===== src/rtl/tdm_noc_lut_conf_master.sv =====
// Slot-table configuration initiator: turns write / clear-port / clear-all
// commands into one-cycle lut_conf_* strobes broadcast to a router's slot
// tables. Malformed commands are dropped and flagged with an err pulse.
module tdm_noc_lut_conf_master #(
  parameter int PORTS    = 5,
  parameter int LUT_SIZE = 16
) (
  input  logic                         clk,
  input  logic                         rst,
  input  logic                         cmd_valid,
  output logic                         cmd_ready,
  input  logic [1:0]                   cmd_op,
  input  logic [$clog2(PORTS)-1:0]     cmd_sel,
  input  logic [$clog2(LUT_SIZE)-1:0]  cmd_slot,
  input  logic [$clog2(PORTS+1)-1:0]   cmd_data,
  output logic                         lut_conf_valid,
  output logic [$clog2(PORTS)-1:0]     lut_conf_sel,
  output logic [$clog2(LUT_SIZE)-1:0]  lut_conf_slot,
  output logic [$clog2(PORTS+1)-1:0]   lut_conf_data,
  output logic                         done,
  output logic                         err
);
  localparam int SW = $clog2(PORTS);
  localparam int LW = $clog2(LUT_SIZE);
  localparam int DW = $clog2(PORTS+1);

  localparam logic [LW-1:0] SLOT_LAST = LW'(LUT_SIZE-1);
  localparam logic [LW-1:0] SLOT_PEN  = LW'(LUT_SIZE-2);
  localparam logic [SW-1:0] SEL_LAST  = SW'(PORTS-1);
  localparam logic [DW-1:0] IDLE_DATA = '1;

  localparam logic [1:0] OP_WRITE = 2'b00;
  localparam logic [1:0] OP_CLRP  = 2'b01;
  localparam logic [1:0] OP_CLRA  = 2'b10;

  // Reject unsupported geometry at elaboration time.
  generate
    if (LUT_SIZE < 2 || (LUT_SIZE & (LUT_SIZE-1)) != 0) begin : g_bad_lut
      $error("LUT_SIZE must be a power of two >= 2");
    end
    if (PORTS < 2) begin : g_bad_ports
      $error("PORTS must be >= 2");
    end
  endgenerate

  typedef enum logic {IDLE, CLEAR} state_t;

  state_t          state_q, state_d;
  logic            all_q, all_d;       // current clear walks every port
  logic            valid_d, done_d, err_d;
  logic [SW-1:0]   sel_d;
  logic [LW-1:0]   slot_d;
  logic [DW-1:0]   data_d;
  logic            sel_ok, data_ok;

  assign cmd_ready = (state_q == IDLE);
  assign sel_ok    = int'(cmd_sel) < PORTS;
  assign data_ok   = (int'(cmd_data) < PORTS) || (cmd_data == IDLE_DATA);

  // State register; reset abandons any clear in progress.
  always_ff @(posedge clk or posedge rst) begin
    if (rst) begin
      state_q <= IDLE;
      all_q   <= 1'b0;
    end else begin
      state_q <= state_d;
      all_q   <= all_d;
    end
  end

  // Next state and next strobe. The output registers double as the clear
  // walk counters: sel/slot of the current strobe drive the next one.
  always_comb begin
    state_d = state_q;
    all_d   = all_q;
    valid_d = 1'b0;
    done_d  = 1'b0;
    err_d   = 1'b0;
    sel_d   = lut_conf_sel;
    slot_d  = lut_conf_slot;
    data_d  = lut_conf_data;
    case (state_q)
      IDLE: begin
        if (cmd_valid) begin
          case (cmd_op)
            OP_WRITE: begin
              if (sel_ok && data_ok) begin
                valid_d = 1'b1;
                sel_d   = cmd_sel;
                slot_d  = cmd_slot;
                data_d  = cmd_data;
              end else begin
                err_d = 1'b1;
              end
            end
            OP_CLRP: begin
              if (sel_ok) begin
                valid_d = 1'b1;
                sel_d   = cmd_sel;
                slot_d  = '0;
                data_d  = IDLE_DATA;
                all_d   = 1'b0;
                state_d = CLEAR;
              end else begin
                err_d = 1'b1;
              end
            end
            OP_CLRA: begin
              valid_d = 1'b1;
              sel_d   = '0;
              slot_d  = '0;
              data_d  = IDLE_DATA;
              all_d   = 1'b1;
              state_d = CLEAR;
            end
            default: err_d = 1'b1;
          endcase
        end
      end
      CLEAR: begin
        valid_d = 1'b1;
        data_d  = IDLE_DATA;
        if (lut_conf_slot == SLOT_LAST) begin
          // only reachable in clear-all; port walk never passes SEL_LAST
          slot_d = '0;
          sel_d  = lut_conf_sel + SW'(1);
        end else begin
          slot_d = lut_conf_slot + LW'(1);
        end
        // Leave CLEAR together with the final strobe so a new command can
        // be accepted in the same cycle that strobe is visible.
        if (lut_conf_slot == SLOT_PEN && (!all_q || lut_conf_sel == SEL_LAST)) begin
          state_d = IDLE;
          done_d  = 1'b1;
        end
      end
      default: state_d = IDLE;
    endcase
  end

  // Registered strobe outputs.
  always_ff @(posedge clk or posedge rst) begin
    if (rst) begin
      lut_conf_valid <= 1'b0;
      lut_conf_sel   <= '0;
      lut_conf_slot  <= '0;
      lut_conf_data  <= '0;
      done           <= 1'b0;
      err            <= 1'b0;
    end else begin
      lut_conf_valid <= valid_d;
      lut_conf_sel   <= sel_d;
      lut_conf_slot  <= slot_d;
      lut_conf_data  <= data_d;
      done           <= done_d;
      err            <= err_d;
    end
  end
endmodule


===== config.mk =====
export PLATFORM = sky130hd
export DESIGN_NAME = tdm_noc_lut_conf_master
export DESIGN_NICKNAME = d
export VERILOG_FILES = /design/src/rtl/tdm_noc_lut_conf_master.sv
export SDC_FILE = /design/constraint.sdc
export NUM_CORES = 1
export LEC_CHECK = 0
export ABC_AREA = 1
export ABC_CLOCK_PERIOD_IN_PS = 3300
export CAP_MARGIN = 20
export CORE_MARGIN = 2
export CORE_UTILIZATION = 49
export DETAILED_ROUTE_END_ITERATION = 7
export PLACE_DENSITY = 0.8
export SLEW_MARGIN = 15
export SYNTH_ARGS = -nofsm -noshare
export SYNTH_HDL_FRONTEND = slang
export SYNTH_SLANG_ARGS = --single-unit

===== constraint.sdc =====
create_clock -name clk -period 3.3 [get_ports clk]
set_clock_uncertainty 0.2 [all_clocks]
set_input_delay 0.495 -clock clk [delete_from_list [all_inputs] [get_ports clk]]
set_output_delay 0.495 -clock clk [all_outputs]
set_load 0.05 [all_outputs]

==> summary.txt, run 1 <==
STA
  • Tightest hold margin: around 0.29 ns
  • Count of pins over their slew limit: 0
  • Setup TNS: 0 ns
  • Fraction of the cycle the final worst path needs: 0.785
  • Unrepaired setup endpoints after global routing: false
  • Hold Violations, Final: 0
  • Time the worst path needs with I/O delays and setup: ~2.6 ns
  • Max Clock Freq: between 300 and 400 MHz
  • Number of setup violations in the final report: 0
  • Relative max-transition margin: 0.600
  • Worst-margin pin slew: 0.599 ns

Critical path
  • Delay contributed by the slowest stage of the critical path: 0.87 ns
  • Termination of the worst setup path: cmd_ready
  • Worst R2R Start: state_q
  • Number of cells on the worst reg-to-reg path: 5
  • Cell type of the slowest stage on the worst timing path: sky130_fd_sc_hd__clkdlybuf4s50_1
  • Critical Path Start Type: flip-flop
  • Family with the most delay on the worst path: buffers and inverters
  • Launching instance or port of the critical path: state_q
  • Buffers & Inverters on Critical Path: 2
  • WP depth: 2
  • Reg-to-reg critical path endpoint: lut_conf_data[1]
  • Crit path kind: reg2out
  • Data required time at the worst endpoint: roughly 2.6 ns
  • Reg2reg setup slack: about 1.7 ns
  • Maximum fanout along the worst path: 11
  • Critical Path End Type: primary output
  • Data arrival at the endpoint of the critical path: 1.90 ns
  • Ordered list of cells on the worst path: inv_2 > clkdlybuf4s50_1

Placed design
  • Gp weighted congestion: 0.781
  • Post-detailed-placement half-perimeter wirelength: 1700 um
  • Cell count after placement: roughly 180
  • IO Port Bufs: 28

Synth
  • Post-synth top area share: 0.384
  • Synthesized cell area: 977 um^2
  • Gate count of the mapped netlist: around 130
  • Cell variety after synth: 21
  • Cell with the most instances after synthesis: sky130_fd_sc_hd__nand2_1
  • Commonest cells in the synthesized netlist: 41 x sky130_fd_sc_hd__nand2_1, 17 x sky130_fd_sc_hd__inv_1, 15 x sky130_fd_sc_hd__dfrtp_1, 9 x sky130_fd_sc_hd__nand3_1, 8 x sky130_fd_sc_hd__ha_1
  • Cell types occupying the most area after synthesis: sky130_fd_sc_hd__dfrtp_1 38%, sky130_fd_sc_hd__nand2_1 16%, sky130_fd_sc_hd__ha_1 10%
  • Post-Syn Nets: ~150
  • Count of synthesis-stage warnings from yosys: 0
  • Largest area contributor in the netlist: sky130_fd_sc_hd__dfrtp_1
  • Mean area per synthesized cell: 7.82 um^2
  • Number of enable-type register cells in the synthesized netlist: 0
  • Post-synth top flop: sky130_fd_sc_hd__dfrtp_1
  • Synth Register Bits: 15
  • Sequential element share of the synthesized area: 0.384
  • Fraction of registers with async set or reset after synthesis: 1.00

Die
  • Total core area: between 0.0015 and 0.002 mm^2
  • Number of placed I/O pins: 29
  • Die Area: between 0.002 and 0.0025 mm^2
  • Std cell rows: 16
  • Vertical extent of the die: ~49 um
  • Initial standard-cell utilization of the core: 0.508
  • Die span in x: 48.7 um

CTS
  • Number of sinks driven by the clock tree: 15
  • Setup Buffers After CTS: 0
  • Buffer type at the clock tree root: sky130_fd_sc_hd__clkbuf_4
  • H-tree levels: 1
  • CTS tree: built
  • Worst-Skew Late Latency: roughly 0.28 ns
  • Maximum clock path buffer count: 2
  • Total clock buffers created by CTS: 3
  • Count of hold-fix buffers inserted at cts: 0
  • Clock edge transition at the registers on the reported setup and hold paths: about 0.090 ns
  • Total of cells resized after clock tree synthesis: 0

Global route
  • Vias in the first global route: 883
  • Maximum number of pins on one net before global-route repair: 16
  • Global-route wire length before repair: about 3700 um
  • Total GRT Usage: 0.200
  • Grt ovf: 0
  • Number of antenna violations at the first check in global routing: 0

Cells and area
  • Syn-to-layout area delta: 32.5%
  • Post-layout instance count excluding filler cells: around 180
  • Post-layout net count: around 180
  • Fraction of final layout cells with drive strength greater than 1: 0.0968
  • Sequential standard cell area: 375 um^2
  • Antenna diode instance count: 0
  • Total area of multi-input combinational cells: between 500 and 600 um^2
  • Number of filler cells placed in the layout: between 150 and 200

Detailed routing
  • Detail-routed net length per standard cell: 11.8 um
  • Post-route ant nets: 0
  • Highest routed metal layer: met4
  • Via/cell ratio: slightly below 5
  • Detailed-route via count: a little under 900
  • Initial drt markers: 34
  • Number of optimization iterations in the first detailed-route pass: 4
  • Met2 WL: approximately 1100 um
  • DRC: 0
  • Routed wire length on met3: about 110 um
  • Met1 layer wirelength in the final routing: about 900 um
  • Total length of routed wires: ~2100 um

Outcome
  • Outcome: finished, final reports clean

Power
  • Net Switching: 641 uW
  • Logic gate share of total power: 0.626
  • Lkg Pwr: a little over 0.6 nW
  • Power per unit of standard cell area: about 940 mW/mm^2
  • Sequential Power Share: 0.286
  • Internal power of the cells: around 580 uW
  • Fraction of power consumed by the clock network: 0.089
  • Proportion of total power due to net switching: 0.527
  • IR Drop Worst-Case VDD: between 0.5 and 0.6 mV

Min path
  • Hold Path Cell Cnt: 2
  • Type of the tightest min-delay check: reg2reg

Flow run
  • Max_cap viols: 0
[flip-flops by register name, summed over array words and instances, names as in the netlist]
signal / cells
done: 1
all_q: 1
lut_conf_valid: 1
lut_conf_data: 3
err: 1
lut_conf_sel: 3
lut_conf_slot: 4
state_q: 1
[metrics by stage]
step | power [mW] | cell area, um^2 | utilization | setup WS, ns
6_report | 1.22 | 1290 | 0.674 | 0.709
5_1_grt | 1.31 | 1290 | 0.674 | 0.636
4_1_cts | 1.22 | 1290 | 0.674 | 0.709
3_5_place_dp | 1.12 | 1270 | 0.660 | 0.733
3_3_place_gp | 1.11 | 1270 | 0.660 | 0.834
2_1_floorplan | 0.912 | 977 | - | 1.55
[per-layer routing]
layer,vias to the layer above,global-route usage
met3,4,0.0309
met4,0,0.0857
met1,401,0.222
met2,33,0.372
li1,456,-
met5,-,0
[kinds of logic (layout without fill, tap and decap cells)]
family	count (synthesis)	after routing	share of synthesized area
xor+xnor	1	1	0.00896
simple gates	62	62	0.275
compound gates	19	19	0.137
buf+inv	20	50	0.0922
flops	15	15	0.384
fa+ha+maj	8	8	0.102
[power groups by stage]
stage	clock network, mW	registers (mW)	logic, mW
after CTS	0.106	0.347	0.770
after global routing	0.115	0.362	0.829
final	0.108	0.347	0.762
after detailed placement	0	0.350	0.768
after floorplan	0	0.555	0.357
after global placement	0	0.351	0.756
[layout by cell type, fill, tap and decap left out]
| cell | count |
|---|---|
| sky130_fd_sc_hd__nand3_1 | 9 |
| sky130_fd_sc_hd__o22ai_1 | 1 |
| sky130_fd_sc_hd__clkbuf_4 | 3 |
| sky130_fd_sc_hd__dfrtp_1 | 15 |
| sky130_fd_sc_hd__nand2_1 | 41 |
| sky130_fd_sc_hd__a21oi_1 | 3 |
| sky130_fd_sc_hd__o21a_1 | 1 |
| sky130_fd_sc_hd__nand4_1 | 1 |
| sky130_fd_sc_hd__inv_2 | 1 |
| sky130_fd_sc_hd__a21oi_2 | 1 |
| sky130_fd_sc_hd__a32o_1 | 1 |
| sky130_fd_sc_hd__o21ai_2 | 4 |
| sky130_fd_sc_hd__a21oi_4 | 1 |
| sky130_fd_sc_hd__nor2_4 | 2 |
| sky130_fd_sc_hd__nor2_1 | 6 |
| sky130_fd_sc_hd__o21ai_0 | 6 |
| sky130_fd_sc_hd__inv_1 | 17 |
| sky130_fd_sc_hd__clkdlybuf4s50_1 | 28 |
| sky130_fd_sc_hd__xor2_1 | 1 |
| sky130_fd_sc_hd__ha_1 | 8 |
| sky130_fd_sc_hd__nand2_2 | 3 |
| sky130_fd_sc_hd__clkbuf_1 | 1 |
| sky130_fd_sc_hd__o21ai_1 | 1 |
[final cells by class]
| type | instances | share of cell area |
|---|---|---|
| inverters | 18 | 0.0522 |
| repair buffers | 28 | 0.216 |
| flip-flops and latches | 15 | 0.290 |
| multi-input cells | 90 | 0.395 |
| clock buffers | 4 | 0.0203 |
| well taps | 27 | 0.0261 |
[tightest hold or removal path, delay by kind of cell (launching register included)]
kind,cells,cell delay (ns)
flops,1,0.36
simple gates,2,0.10
[how the worst min path moves through the flow]
| stage | startpoint | end | slack [ns] |
|---|---|---|---|
| after CTS | lut_conf_data[0] | lut_conf_data[0] | 0.29 |
| after global routing | lut_conf_data[2] | lut_conf_data[2] | 0.32 |
| final | lut_conf_data[0] | lut_conf_data[0] | 0.29 |
| after global placement | lut_conf_data[0] | lut_conf_data[0] | 0.26 |
| after detailed placement | lut_conf_data[0] | lut_conf_data[0] | 0.27 |
| after floorplan | rst | all_q | 0.20 |
Note: power is estimated with default switching activity, not from simulation.
==> run 2, diff against run 1 <==
Settings changed: ABC_CLOCK_PERIOD_IN_PS 3300 to 2500, CORE_UTILIZATION 49 to 46, PLACE_DENSITY 0.8 to 0.75.
Clock period 3.3 ns to 2.5 ns, I/O delays scaled along.
==> run 2 against run 1 <==
Compared with the run above:
- critical path depth unchanged
- die area increased by 6.0%
- global-route usage decreased by 1.2 points
- register-to-register slack got worse by 0.78 ns
- flip-flop and latch count unchanged
- final cell count increased by 0.55%
- sequential power increased by 33%
- non-clock buffer count increased by 1
- first-iteration DRC count decreased by 62%
- setup slack got worse by 0.41 ns
==> summary.txt, run 2 (synthesized netlist as in run 1, its figures left out) <==
Outcome
  • Outcome: finished, final reports clean

Critical path
  • Reg-to-reg critical path endpoint: lut_conf_sel[0]
  • Critical Path End Type: primary output
  • Ordered list of cells on the worst path: inv_2 > clkdlybuf4s50_1
  • Maximum fanout along the worst path: 6
  • Data required time at the worst endpoint: approximately 1.9 ns
  • Reg2reg setup slack: 0.96 ns
  • Worst R2R Start: state_q
  • Crit path kind: reg2out
  • Data arrival at the endpoint of the critical path: approximately 1.6 ns
  • Cell type of the slowest stage on the worst timing path: sky130_fd_sc_hd__clkdlybuf4s50_1
  • Number of cells on the worst reg-to-reg path: 7
  • Critical Path Start Type: flip-flop
  • Delay contributed by the slowest stage of the critical path: 0.80 ns
  • Buffers & Inverters on Critical Path: 2
  • Family with the most delay on the worst path: buffers and inverters

Cells and area
  • Max reg flops: 4
  • Biggest registers after layout: lut_conf_slot: 4 flops, lut_conf_data: 3 flops, lut_conf_sel: 3 flops
  • Antenna diode instance count: 0
  • Fraction of final layout cells with drive strength greater than 1: 0.103
  • Number of filler cells placed in the layout: approximately 170
  • Most frequent standard cell in the layout excluding fill and tap cells: sky130_fd_sc_hd__nand2_1
  • Syn-to-layout area delta: 33.3%
  • Commonest non-fill, non-tap cells in the layout: 41 x sky130_fd_sc_hd__nand2_1, 28 x sky130_fd_sc_hd__clkdlybuf4s50_1, 17 x sky130_fd_sc_hd__inv_1
  • Post-layout net count: 180
  • Register containing the most flip-flops in the final layout: lut_conf_slot
  • Post-layout instance count excluding filler cells: 183

CTS
  • Buffer type at the clock tree root: sky130_fd_sc_hd__clkbuf_4
  • Count of hold-fix buffers inserted at cts: 0
  • Worst-Skew Late Latency: between 0.2 and 0.3 ns
  • CTS tree: built
  • Maximum clock path buffer count: 2
  • Total clock buffers created by CTS: 3
  • Number of sinks driven by the clock tree: 15
  • H-tree levels: 1
  • Setup Buffers After CTS: 0
  • Total of cells resized after clock tree synthesis: 0
  • Clock edge transition at the registers on the reported setup and hold paths: approximately 0.090 ns

STA
  • Setup TNS: 0 ns
  • Number of setup violations in the final report: 0
  • Fraction of the cycle the final worst path needs: 0.881
  • Hold Violations, Final: 0
  • Max Clock Freq: between 400 and 500 MHz
  • Worst Slack Setup Final: between 0.2 and 0.3 ns
  • Count of pins over their slew limit: 0
  • Time the worst path needs with I/O delays and setup: approximately 2.2 ns
  • Relative max-transition margin: 0.615
  • Unrepaired setup endpoints after global routing: false
  • Worst-margin pin slew: between 0.5 and 0.6 ns

Die
  • Vertical extent of the die: ~50 um
  • Std cell rows: 16
  • Total core area: about 0.002 mm^2
  • Die span in x: 50.1 um
  • Die Area: 0.00251 mm^2
  • Initial standard-cell utilization of the core: 0.493
  • Number of placed I/O pins: 29

Flow run
  • Max_cap viols: 0

Detailed routing
  • DRC: 0
  • Detailed-route via count: about 880
  • Via/cell ratio: between 4 and 5
  • Detail-routed net length per standard cell: 11.1 um
  • Initial drt markers: 13
  • Total length of routed wires: just over 2000 um
  • Post-route ant nets: 0
  • Number of optimization iterations in the first detailed-route pass: 4

Power
  • Proportion of total power due to net switching: 0.520
  • Net Switching: roughly 830 uW
  • Power per unit of standard cell area: approximately 1200 mW/mm^2
  • IR Drop Worst-Case VDD: 0.716 mV
  • Lkg Pwr: around 0.63 nW
  • Sequential Power Share: 0.287
  • Fraction of power consumed by the clock network: 0.085
  • Logic gate share of total power: 0.628
  • Internal power of the cells: roughly 770 uW

Placed design
  • Worst slack at placement: 0.0577 ns
  • Post-detailed-placement half-perimeter wirelength: ~1600 um
  • Gp weighted congestion: 0.780
  • Cell count after placement: 179
  • IO Port Bufs: 28

Global route
  • Total GRT Usage: 0.188
  • Global-route wire length before repair: 3510 um
  • Maximum number of pins on one net before global-route repair: 16
  • Number of antenna violations at the first check in global routing: 0
  • Grt ovf: 0
  • Vias in the first global route: about 830

Min path
  • Type of the tightest min-delay check: in2async
## run 2: final cells by class
| type | count | area (um^2) | share of cell area |
|---|---|---|---|
| clock buffer | 4 | 26.3 | 0.0202 |
| inverter | 18 | 67.6 | 0.0519 |
| multi-input combinational | 90 | 512 | 0.393 |
| sequential | 15 | 375 | 0.288 |
| tap | 27 | 33.8 | 0.0259 |
| timing repair buffer | 29 | 288 | 0.221 |
## run 2: how the worst max path moves through the flow
stage | from | to | slack [ns] | cells after the start
after floorplan | lut_conf_slot[0] | lut_conf_sel[2] | 0.77 | 6
after global placement | cmd_op[0] | lut_conf_data[2] | 0.14 | 12
after detailed placement | cmd_op[0] | lut_conf_data[2] | 0.06 | 12
after CTS | state_q | cmd_ready | 0.28 | 2
after global routing | cmd_op[0] | lut_conf_data[0] | 0.17 | 12
final | state_q | cmd_ready | 0.30 | 2
## run 2: power by group through the flow
stage                     clock (mW)  sequential [mW]  combinational (mW)
after floorplan                    0            0.733               0.471
after global placement             0            0.463                1.01
after detailed placement           0            0.465                1.01
after CTS                      0.141            0.460                1.02
after global routing           0.156            0.482                1.09
final                          0.136            0.460                1.01
## run 2: layer usage
| metal | wire length (um) | global-route usage | vias up |
|---|---|---|---|
| met5 | 0 | 0 | - |
| li1 | - | - | 458 |
| met4 | 40 | 0.0972 | 0 |
| met1 | 945 | 0.232 | 395 |
| met3 | 80 | 0.0303 | 4 |
| met2 | 972 | 0.311 | 22 |
## run 2: through the flow
stage               hold slack [ns]   util  cell area [um^2]  total power [mW]
finish                        0.256  0.657              1300              1.60
global route                  0.299  0.657              1300              1.73
CTS                           0.281  0.657              1300              1.62
detailed placement            0.264  0.644              1280              1.48
global placement              0.266  0.644              1280              1.47
floorplan                    0.0765      -               977              1.20
